[config.mk]
export PLATFORM = sky130hd
export DESIGN_NAME = writeback_ctrl
export DESIGN_NICKNAME = d
export VERILOG_FILES = /design/src/rtl/writeback_ctrl.sv
export SDC_FILE = /design/constraint.sdc
export NUM_CORES = 1
export LEC_CHECK = 0
export CAP_MARGIN = 30
export CORE_ASPECT_RATIO = 1.5
export CORE_MARGIN = 8
export CORE_UTILIZATION = 55
export CTS_CLUSTER_SIZE = 16
export DETAILED_ROUTE_END_ITERATION = 6
export PLACE_DENSITY = 0.8
export SYNTH_ARGS = -nofsm -noshare
export SYNTH_HDL_FRONTEND = slang
export SYNTH_SLANG_ARGS = --single-unit
[constraint.sdc]
create_clock -name clk -period 7.88 [get_ports clk]
set_input_delay 1.576 -clock clk [delete_from_list [all_inputs] [get_ports clk]]
set_output_delay 1.576 -clock clk [all_outputs]
set_load 0.01 [all_outputs]
[src/rtl/writeback_ctrl.sv]
// Writeback controller: merges a no-backpressure ALU result path with a
// queued load-return path onto two register-file write ports.
module writeback_ctrl #(
  parameter int unsigned DEPTH = 4
) (
  input  logic        clk,
  input  logic        rst_n,
  input  logic        alu_valid,
  input  logic [4:0]  alu_rd,
  input  logic [31:0] alu_data,
  input  logic        mem_valid,
  output logic        mem_ready,
  input  logic [4:0]  mem_rd,
  input  logic [31:0] mem_data,
  output logic        wb_alu_en,
  output logic [4:0]  address_alu,
  output logic [31:0] write_data_alu,
  output logic        wb_mem_en,
  output logic [4:0]  address_mem,
  output logic [31:0] write_data_mem,
  output logic [31:0] pending_mask,
  output logic [7:0]  drop_cnt
);

  localparam int unsigned RD_W   = 5;
  localparam int unsigned DATA_W = 32;
  localparam int unsigned PTR_W  = (DEPTH > 1) ? $clog2(DEPTH) : 1;
  localparam int unsigned CNT_W  = $clog2(DEPTH + 1);

  typedef struct packed {
    logic [RD_W-1:0]   rd;
    logic [DATA_W-1:0] data;
  } entry_t;

  entry_t            fifo_q [DEPTH];
  logic [PTR_W-1:0]  wr_ptr_q, wr_ptr_d;
  logic [PTR_W-1:0]  rd_ptr_q, rd_ptr_d;
  logic [CNT_W-1:0]  count_q, count_d;
  logic [7:0]        drop_cnt_q, drop_cnt_d;

  logic              wb_alu_en_q, wb_alu_en_d;
  logic [RD_W-1:0]   address_alu_q, address_alu_d;
  logic [DATA_W-1:0] write_data_alu_q, write_data_alu_d;
  logic              wb_mem_en_q, wb_mem_en_d;
  logic [RD_W-1:0]   address_mem_q, address_mem_d;
  logic [DATA_W-1:0] write_data_mem_q, write_data_mem_d;

  logic   full_c, push_c, pop_c, collide_c;
  entry_t head_c;

  // Handshake, pop and collision decode
  always_comb begin
    full_c    = (count_q == CNT_W'(DEPTH));
    push_c    = mem_valid && !full_c && (mem_rd != '0);
    pop_c     = (count_q != '0);
    head_c    = fifo_q[rd_ptr_q];
    collide_c = pop_c && alu_valid && (alu_rd != '0) && (alu_rd == head_c.rd);
  end

  assign mem_ready = !full_c;

  // Next-state for pointers, occupancy, drop counter and write ports
  always_comb begin
    wr_ptr_d         = wr_ptr_q;
    rd_ptr_d         = rd_ptr_q;
    count_d          = count_q;
    drop_cnt_d       = drop_cnt_q;
    wb_alu_en_d      = 1'b0;
    address_alu_d    = '0;
    write_data_alu_d = '0;
    wb_mem_en_d      = 1'b0;
    address_mem_d    = '0;
    write_data_mem_d = '0;

    if (push_c) wr_ptr_d = wr_ptr_q + PTR_W'(1);
    if (pop_c)  rd_ptr_d = rd_ptr_q + PTR_W'(1);
    case ({push_c, pop_c})
      2'b10:   count_d = count_q + CNT_W'(1);
      2'b01:   count_d = count_q - CNT_W'(1);
      default: count_d = count_q;
    endcase

    if (alu_valid && (alu_rd != '0)) begin
      wb_alu_en_d      = 1'b1;
      address_alu_d    = alu_rd;
      write_data_alu_d = alu_data;
    end

    // The ALU result is newer than a queued load to the same register
    if (collide_c) begin
      if (drop_cnt_q != 8'hFF) drop_cnt_d = drop_cnt_q + 8'd1;
    end else if (pop_c) begin
      wb_mem_en_d      = 1'b1;
      address_mem_d    = head_c.rd;
      write_data_mem_d = head_c.data;
    end
  end

  // Control and output registers with synchronous reset
  always_ff @(posedge clk) begin
    if (!rst_n) begin
      wr_ptr_q         <= '0;
      rd_ptr_q         <= '0;
      count_q          <= '0;
      drop_cnt_q       <= '0;
      wb_alu_en_q      <= 1'b0;
      address_alu_q    <= '0;
      write_data_alu_q <= '0;
      wb_mem_en_q      <= 1'b0;
      address_mem_q    <= '0;
      write_data_mem_q <= '0;
    end else begin
      wr_ptr_q         <= wr_ptr_d;
      rd_ptr_q         <= rd_ptr_d;
      count_q          <= count_d;
      drop_cnt_q       <= drop_cnt_d;
      wb_alu_en_q      <= wb_alu_en_d;
      address_alu_q    <= address_alu_d;
      write_data_alu_q <= write_data_alu_d;
      wb_mem_en_q      <= wb_mem_en_d;
      address_mem_q    <= address_mem_d;
      write_data_mem_q <= write_data_mem_d;
    end
  end

  // Entry storage; validity is tracked by pointers/count, so no reset needed
  always_ff @(posedge clk) begin
    if (rst_n && push_c) begin
      fifo_q[wr_ptr_q] <= '{rd: mem_rd, data: mem_data};
    end
  end

  // Registers with a load still queued
  always_comb begin
    logic [PTR_W-1:0] idx;
    idx          = '0;
    pending_mask = '0;
    for (int unsigned i = 0; i < DEPTH; i++) begin
      idx = rd_ptr_q + PTR_W'(i);
      if (CNT_W'(i) < count_q) pending_mask[fifo_q[idx].rd] = 1'b1;
    end
    pending_mask[0] = 1'b0;
  end

  assign wb_alu_en      = wb_alu_en_q;
  assign address_alu    = address_alu_q;
  assign write_data_alu = write_data_alu_q;
  assign wb_mem_en      = wb_mem_en_q;
  assign address_mem    = address_mem_q;
  assign write_data_mem = write_data_mem_q;
  assign drop_cnt       = drop_cnt_q;

endmodule

==> results of run 1 <==
through the flow:
stage	cell area (um^2)	hold WS, ns	std cells	util [%]	power (mW)
2_1_floorplan	9790	0.494	690	-	2.46
3_3_place_gp	11900	0.475	1076	67.2	2.97
3_5_place_dp	11900	0.495	1078	67.4	3.00
4_1_cts	12700	0.504	1120	71.6	4.07
5_1_grt	12700	0.521	1122	71.8	4.23
6_report	12700	0.504	1123	71.9	4.05
per-layer routing:
| metal | wire, um | vias to the layer above |
|---|---|---|
| li1 | - | 3020 |
| met1 | 9030 | 3253 |
| met2 | 14600 | 292 |
| met3 | 1290 | 77 |
| met4 | 1220 | 0 |
| met5 | 0 | - |
cells in the mapped netlist, types with 2 or more instances:
| library cell | instances |
|---|---|
| edfxtp_1 | 148 |
| dfxtp_1 | 93 |
| nand2_1 | 55 |
| nor2_1 | 40 |
| mux4_2 | 39 |
| and2_1 | 36 |
| nor2b_1 | 31 |
| a22oi_1 | 25 |
| mux2i_1 | 24 |
| o221ai_1 | 23 |
| clkbuf_1 | 18 |
| nor3_1 | 17 |
| inv_1 | 16 |
| nand2b_1 | 11 |
| and3_1 | 9 |
| ha_1 | 9 |
| o21ai_0 | 9 |
| o211ai_1 | 7 |
| a21oi_1 | 6 |
| mux2_2 | 6 |
| xnor2_1 | 6 |
| nand3_1 | 5 |
| nor4_1 | 5 |
| a2bb2oi_1 | 4 |
| buf_2 | 3 |
| buf_4 | 3 |
| nand4_1 | 3 |
| or3_1 | 3 |
| or4_1 | 3 |
| xor2_1 | 3 |
| and2b_1 | 2 |
| mux2i_4 | 2 |
| nor3b_1 | 2 |
| o21a_1 | 2 |
| o31ai_1 | 2 |
| or2_2 | 2 |
final timing paths:
check / to / slack (ns) / depth (start not counted)
worst min register to register: drop_cnt[4] / 0.50 / 2
worst max-delay path: pending_mask[7] / 2.37 / 6
worst min-delay path: drop_cnt[4] / 0.50 / 2
worst max register to register: write_data_mem[4] / 4.61 / 7
flip-flops by register name, summed over array words and instances, names as in the netlist, 3 cells and up, named ones only:
register	flops
address_alu	5
address_mem	5
count_q	3
drop_cnt	8
fifo_q	148
write_data_alu	32
write_data_mem	32
cells by family (layout without fill, tap and decap cells):
group           Yosys count  in the layout  synth area share [%]
compound gates           90             90                  7.13
xor+xnor                  9              9                 0.805
fa+ha+maj                 9              9                  1.15
buf+inv                  43            258                  2.04
flops                   241            241                  64.4
mux                      71             71                  12.6
other cells               1              2                0.0383
simple gates            226            226                  11.9
layout make-up:
class,instances,area (um^2),area share (%)
clock inverter,12,133,1.04
antenna,1,2.50,0.0197
tap,217,272,2.13
clock buffer,30,612,4.81
inverter,17,63.8,0.501
timing repair buffer,199,2030,15.9
sequential,241,6310,49.6
multi-input combinational,406,3310,26.0
worst min-delay path, cell delays in order (launching register included):
cell and delay [ns]:
dfxtp_1 0.34, nand2_1 0.06, mux2i_1 0.05
power groups by stage:
| stage | registers (mW) | logic [mW] | clock network (mW) |
|---|---|---|---|
| finish | 1.66 | 1.32 | 1.07 |
| global route | 1.69 | 1.41 | 1.14 |
| CTS | 1.67 | 1.31 | 1.09 |
| detailed placement | 1.69 | 1.30 | 0 |
| global placement | 1.69 | 1.28 | 0 |
| floorplan | 1.58 | 0.877 | 0 |
==> impl_metrics.tcl, run 1 <==
set metrics [dict create \
    setup_ws_ns 2.37 \
    num_rows 60 \
    cp_num_buf_inv 2 \
    ir_drop_mv 0.262 \
    final_common_cell "clkdlybuf4s50_1" \
    switchingPower_mw 1.32 \
    numCtsBuffers 23 \
    timing.final.crit_share_pct 70.0 \
    synth_top_cell_area_share_pct 45.4 \
    use_met2_pct 43.6 \
    gr-usage-met3_pct 3.73 \
    yosysTopAreaCell "edfxtp_1" \
    crit_slowest_cell "dfxtp_2" \
    use_met1_pct 22.9 \
    grt_first_pass_wirelength_um 39900 \
    path_max_fanout 41 \
    drt_wl_total_um 26100 \
    postCtsSetupBuffers 0 \
    grt_overflow 0 \
    avgSynthCellArea_um2 14.2 \
    worst_pin_slew_ns 1.06 \
    num_vias 6642 \
    status "completed" \
    setup_viol 0 \
    async_flop_share_pct 0 \
    vias_per_cell 5.91 \
    grt_pass1_vias 7032 \
    clk_latency_ns 0.51 \
    die_y_um 179 \
    p_leak_nw 4.29 \
    root_buffer "clkbuf_16" \
    internal-power_mw 2.74 \
    grt_max_degree 42 \
    required_ns 6.30 \
    dp_slack_ns 2.90 \
    crit_chain "inv_2 > mux2_2 > nor3_1 > a22oi_1 > o221ai_1 > clkdlybuf4s50_1" \
    synth-seq-cells 241 \
    start_util_pct 55.3 \
    yosysSeqAreaShare_pct 64.4 \
    rsz0062_at_grt "no" \
    syn-num-nets 777 \
    p_seq_share_pct 40.9 \
    hp-start "drop_cnt[4]" \
    cts_tree "built" \
    io_buffers 193 \
    drt_iter0_drc 499 \
    arrival_ns 3.94 \
    max_slew_margin_pct 29.0 \
    slew_viol_final 0 \
    fillers 1157 \
    die-area_um2 22400 \
    layout_common_cells "clkdlybuf4s50_1, edfxtp_1, dfxtp_1" \
    cts.sinks 241 \
    layout.nets 975 \
    critPathLaunchType "flop" \
    first_pass_iters 5 \
    grt_busiest_layer "met2" \
    crit_path_end_kind "output pin" \
    crit_family "flip-flops" \
    grt_usage_pct 22.8 \
    hold_buffers 0 \
    synth_edf_count 148 \
    route.detailed.drc 0 \
    place.gp.congestion 0.960 \
    layout-drive-gt1-share_pct 11.2 \
    hold_viol 0 \
    cap_violations 0 \
    core-area_um2 17700 \
    post_cts_resized 0 \
    fin_setup_tns_ns 0 \
    synth_cell_types 54 \
    finalCriticalPeriod_ns 5.51 \
    ant_nets 0 \
    fmax_mhz 181 \
    path_class "flop to output pin" \
    synth.area.top_cells "edfxtp_1, dfxtp_1, mux4_2" \
    syn_to_final_growth_pct 30.0 \
    post_synth_instance_area_um2 9790 \
    dp_hpwl_um 19100 \
    antenna_found_initial 0 \
    p_sw_share_pct 32.5 \
    skew_ns 0.0162 \
    hold_path.class "flop to flop" \
    ios 195 \
    clock_power_share_pct 26.4 \
    combPwrFrac_pct 32.7 \
    cellPowerDensity_nw_per_um2 318 \
    die_w_um 125 \
    ctsHtreeMaxLevel 1 \
    clockBufferDepth 3 \
    clk_pin_slew_ns 0.06 \
    synth_warnings 0 \
    postSynthCellCount 690 \
    max_stage_delay_ns 0.98 \
    wl_per_cell_um 23.3 \
    synth_ff_type "edfxtp_1" \
]
(Power assumes the default switching activity.)
==> run 2, diff against run 1 <==
- CORE_UTILIZATION: 55 -> 52
- PLACE_DENSITY: 0.8 -> 0.76
- clock period: 7.88 -> 5.7 ns (I/O delays scaled with it)
==> impl_metrics.tcl, run 2 (synthesis gave the netlist of run 1 again) <==
set metrics [dict create \
    io_buffers 193 \
    skew_ns 0.0175 \
    die_y_um 184 \
    grt_max_degree 35 \
    clk_latency_ns 0.50 \
    setup_ws_ns 1.01 \
    design_area_um2 12800 \
    grt_usage_pct 22.3 \
    finalCriticalPeriod_ns 4.69 \
    core-area_um2 18500 \
    worst_pin_slew_ns 1.02 \
    ant_nets 0 \
    hold_viol 0 \
    grt_pass1_vias 7251 \
    p_leak_nw 4.32 \
    switchingPower_mw 1.81 \
    drt_iter0_drc 482 \
    die-area_um2 23600 \
    first_pass_iters 7 \
    numCtsBuffers 22 \
    start_util_pct 53.0 \
    timing.final.crit_share_pct 82.3 \
    clk_pin_slew_ns 0.07 \
    dp_slack_ns 1.56 \
    dpl_cell_area_um2 12100 \
    cap_violations 0 \
    root_buffer "clkbuf_16" \
    grt_first_pass_wirelength_um 40500 \
    p_sw_share_pct 32.2 \
    place.gp.congestion 1.08 \
    hold_buffers 0 \
    ir_drop_mv 0.298 \
    path_class "flop to output pin" \
    vias_per_cell 5.78 \
    cts.sinks 241 \
    combPwrFrac_pct 35.0 \
    fmax_mhz 213 \
    ios 195 \
    regMostFlops "fifo_q" \
    wl_per_cell_um 22.6 \
    largest_reg_flops 148 \
    n_antenna_cell 0 \
    crit_path_end_kind "output pin" \
    status "completed" \
    num_vias 6708 \
    die_w_um 128 \
    num_rows 61 \
    dp_hpwl_um 19500 \
    internal-power_mw 3.80 \
    rsz0062_at_grt "no" \
    drt_wl_total_um 26200 \
    route.detailed.drc 0 \
    setup_viol 0 \
    clockBufferDepth 3 \
    syn_to_final_growth_pct 30.7 \
    arrival_ns 3.55 \
    p_seq_share_pct 38.9 \
    cellPowerDensity_nw_per_um2 438 \
    cts_tree "built" \
    clock_power_share_pct 26.1 \
    final_common_cell "clkdlybuf4s50_1" \
    layout.nets 979 \
    critPathLaunchType "flop" \
    antenna_found_initial 0 \
    path_max_fanout 17 \
    slew_viol_final 0 \
    layout_common_cells "clkdlybuf4s50_1, edfxtp_1, dfxtp_1" \
    postCtsSetupBuffers 0 \
    ctsHtreeMaxLevel 1 \
    max_slew_margin_pct 31.7 \
    fin_setup_tns_ns 0 \
    grt_overflow 0 \
    required_ns 4.56 \
    hold_path.class "flop to flop" \
    post_cts_resized 0 \
    layout-drive-gt1-share_pct 11.5 \
]
## run 2: through the flow
stage / hold slack (ns) / utilization (%) / total power [mW] / std cells
floorplan: 0.494 / - / 3.40 / 690
global placement: 0.468 / 64.8 / 4.12 / 1115
detailed placement: 0.494 / 65.3 / 4.17 / 1119
CTS: 0.503 / 69.2 / 5.65 / 1159
global route: 0.525 / 69.3 / 5.87 / 1160
finish: 0.501 / 69.3 / 5.61 / 1160
## run 2: power by group through the flow
stage | sequential, mW | combinational, mW | clock [mW]
5_1_grt | 2.21 | 2.10 | 1.56
3_3_place_gp | 2.21 | 1.91 | 0
6_report | 2.18 | 1.96 | 1.47
2_1_floorplan | 2.18 | 1.21 | 0
3_5_place_dp | 2.22 | 1.95 | 0
4_1_cts | 2.18 | 1.97 | 1.50
## run 2: area by class of cell
cell class                      instances  area (um^2)
Clock buffer                           30          632
Clock inverter                         10          101
Fill cell                            1303         5670
Inverter                               17         63.8
Multi-Input combinational cell        406         3310
Sequential cell                       241         6310
Tap cell                              252          315
Timing Repair Buffer                  204         2060
## run 2: path summary, 6_finish.rpt
kind / cells after the start / from / end / slack [ns]
max: 5 / rd_ptr_q[1] / pending_mask[18] / 1.01
min: 2 / drop_cnt[4] / drop_cnt[4] / 0.50
max reg2reg: 7 / flop / address_mem[0] / 2.41
min reg2reg: 2 / drop_cnt[4] / drop_cnt[4] / 0.50
## run 2: layer usage
metal	global-route usage (%)	part of all wire, %	vias up
met1	21.4	34	3304
met5	0	0	-
li1	-	-	3020
met2	42.3	55	288
met3	3.72	5.2	96
met4	15.0	6.5	0
## run 2: critical path, stage by stage (launching register included)
cell	delay, ns
dfxtp_1	0.72
inv_1	0.36
a21oi_1	0.57
nand2_1	0.42
o221ai_1	0.35
clkdlybuf4s50_1	0.62
==> run 3, diff against run 2 <==
- clock period: 5.7 -> 4.4 ns (I/O delays scaled with it)
==> impl_metrics.tcl, run 3 (synthesis gave the netlist of run 1 again) <==
set metrics [dict create \
    drt_wl_total_um 26100 \
    required_ns 3.52 \
    vias_per_cell 5.73 \
    regMostFlops "fifo_q" \
    cts.sinks 241 \
    die_y_um 184 \
    num_vias 6684 \
    fillers 1319 \
    ctsHtreeMaxLevel 1 \
    cellPowerDensity_nw_per_um2 571 \
    largest_reg_flops 148 \
    grt_first_pass_wirelength_um 40000 \
    fin_setup_tns_ns 0 \
    worst_pin_slew_ns 0.867 \
    clockBufferDepth 3 \
    root_buffer "clkbuf_16" \
    grt_max_degree 39 \
    syn_to_final_growth_pct 31.0 \
    path_max_fanout 21 \
    rsz0062_at_grt "no" \
    n_antenna_cell 0 \
    clk_pin_slew_ns 0.07 \
    layout-drive-gt1-share_pct 12.6 \
    clk_latency_ns 0.50 \
    antenna_found_initial 0 \
    grt_overflow 0 \
    route.detailed.drc 0 \
    die-area_um2 23600 \
    setup_viol 0 \
    hold_slack_ns 0.500 \
    critPathLaunchType "flop" \
    hold_viol 0 \
    layout.nets 986 \
    fin_util_pct 69.5 \
    crit_path_end_kind "output pin" \
    dp_hpwl_um 19300 \
    ant_nets 0 \
    layout_common_cells "clkdlybuf4s50_1, edfxtp_1, dfxtp_1" \
    num_rows 61 \
    place.gp.congestion 0.999 \
    skew_ns 0.0120 \
    postCtsSetupBuffers 0 \
    crit_slowest_cell "nor3_1" \
    grt_pass1_vias 7267 \
    grt_usage_pct 22.1 \
    crit_chain "mux2i_1 > mux2i_4 > nor3_1 > a22oi_1 > o221ai_1 > clkdlybuf4s50_1" \
    ios 195 \
    hold_buffers 0 \
    final_common_cell "clkdlybuf4s50_1" \
    numCtsBuffers 22 \
    p_leak_nw 4.36 \
    max_stage_delay_ns 0.74 \
    slew_viol_final 0 \
    start_util_pct 53.0 \
    wl_per_cell_um 22.3 \
    cts_tree "built" \
    first_pass_iters 7 \
    path_class "flop to output pin" \
    core-area_um2 18500 \
    power_mw 7.33 \
    fmax_mhz 235 \
    hold_path.class "flop to flop" \
    arrival_ns 3.38 \
    die_w_um 128 \
    io_buffers 193 \
    max_slew_margin_pct 41.8 \
    finalCriticalPeriod_ns 4.26 \
    timing.final.crit_share_pct 96.9 \
    status "completed" \
    cap_violations 0 \
    post_cts_resized 0 \
    ir_drop_mv 0.395 \
    drt_iter0_drc 588 \
]
-- run 3: cell types whose count changed in the layout (fill, tap and decap cells not counted), moves of 2 or more --
| cell | before | now |
|---|---|---|
| clkbuf_1 | 4 | 7 |
| nor3_1 | 17 | 15 |
| dfxtp_1 | 91 | 89 |
| dfxtp_2 | 1 | 3 |
| clkinv_1 | 4 | 1 |
| nor3_2 | 0 | 2 |
| buf_4 | 6 | 18 |
| buf_12 | 4 | 0 |
-- run 3: critical path, delay by kind of cell, from the launching register on --
family                 cells  cell delay (ns)
and+or+nand+nor            1             0.74
AOI/OAI and AO/OA          2             0.32
DFF                        1             0.63
buffers and inverters      1             0.59
muxes                      2             0.59
-- run 3: metal layers --
| metal | routed length [um] | vias to the layer above | GRT usage (%) |
|---|---|---|---|
| met3 | 1500 | 78 | 4.24 |
| met2 | 14300 | 273 | 42.1 |
| li1 | - | 3029 | - |
| met4 | 1190 | 0 | 11.7 |
| met1 | 9030 | 3304 | 22.1 |
| met5 | 0 | - | 0 |
-- run 3: cell type report --
cell class              count  area, um^2  area share (%)
clock inverters             8         121           0.946
multi-input cells         406        3320            25.9
inverters                  17        63.8           0.497
flip-flops and latches    241        6310            49.2
well taps                 252         315            2.46
repair buffers            211        2070            16.1
clock buffers              32         629            4.91
-- run 3: stage by stage --
stage                     instance area, um^2  cells  worst slack [ns]
after floorplan                          9790    690              1.64
after global placement                  12100   1127             0.573
after detailed placement                12100   1127             0.584
after CTS                               12800   1167            0.0412
after global routing                    12800   1167            0.0250
final                                   12800   1167             0.137
-- run 3: final timing paths --
check	start	endpoint	slack, ns	cells after the start
hold / removal	drop_cnt[5]	drop_cnt[5]	0.50	2
setup / recovery	flop	pending_mask[9]	0.14	6
setup reg to reg	flop	write_data_mem[2]	1.28	8
hold reg to reg	drop_cnt[5]	drop_cnt[5]	0.50	2
-- run 3: power by group --
| part | leakage, nW | total [mW] | internal (mW) | switching (mW) |
|---|---|---|---|---|
| sequential | 2.11 | 2.86 | 2.65 | 0.206 |
| combinational | 1.89 | 2.53 | 1.17 | 1.36 |
| clock | 0.367 | 1.95 | 1.17 | 0.776 |
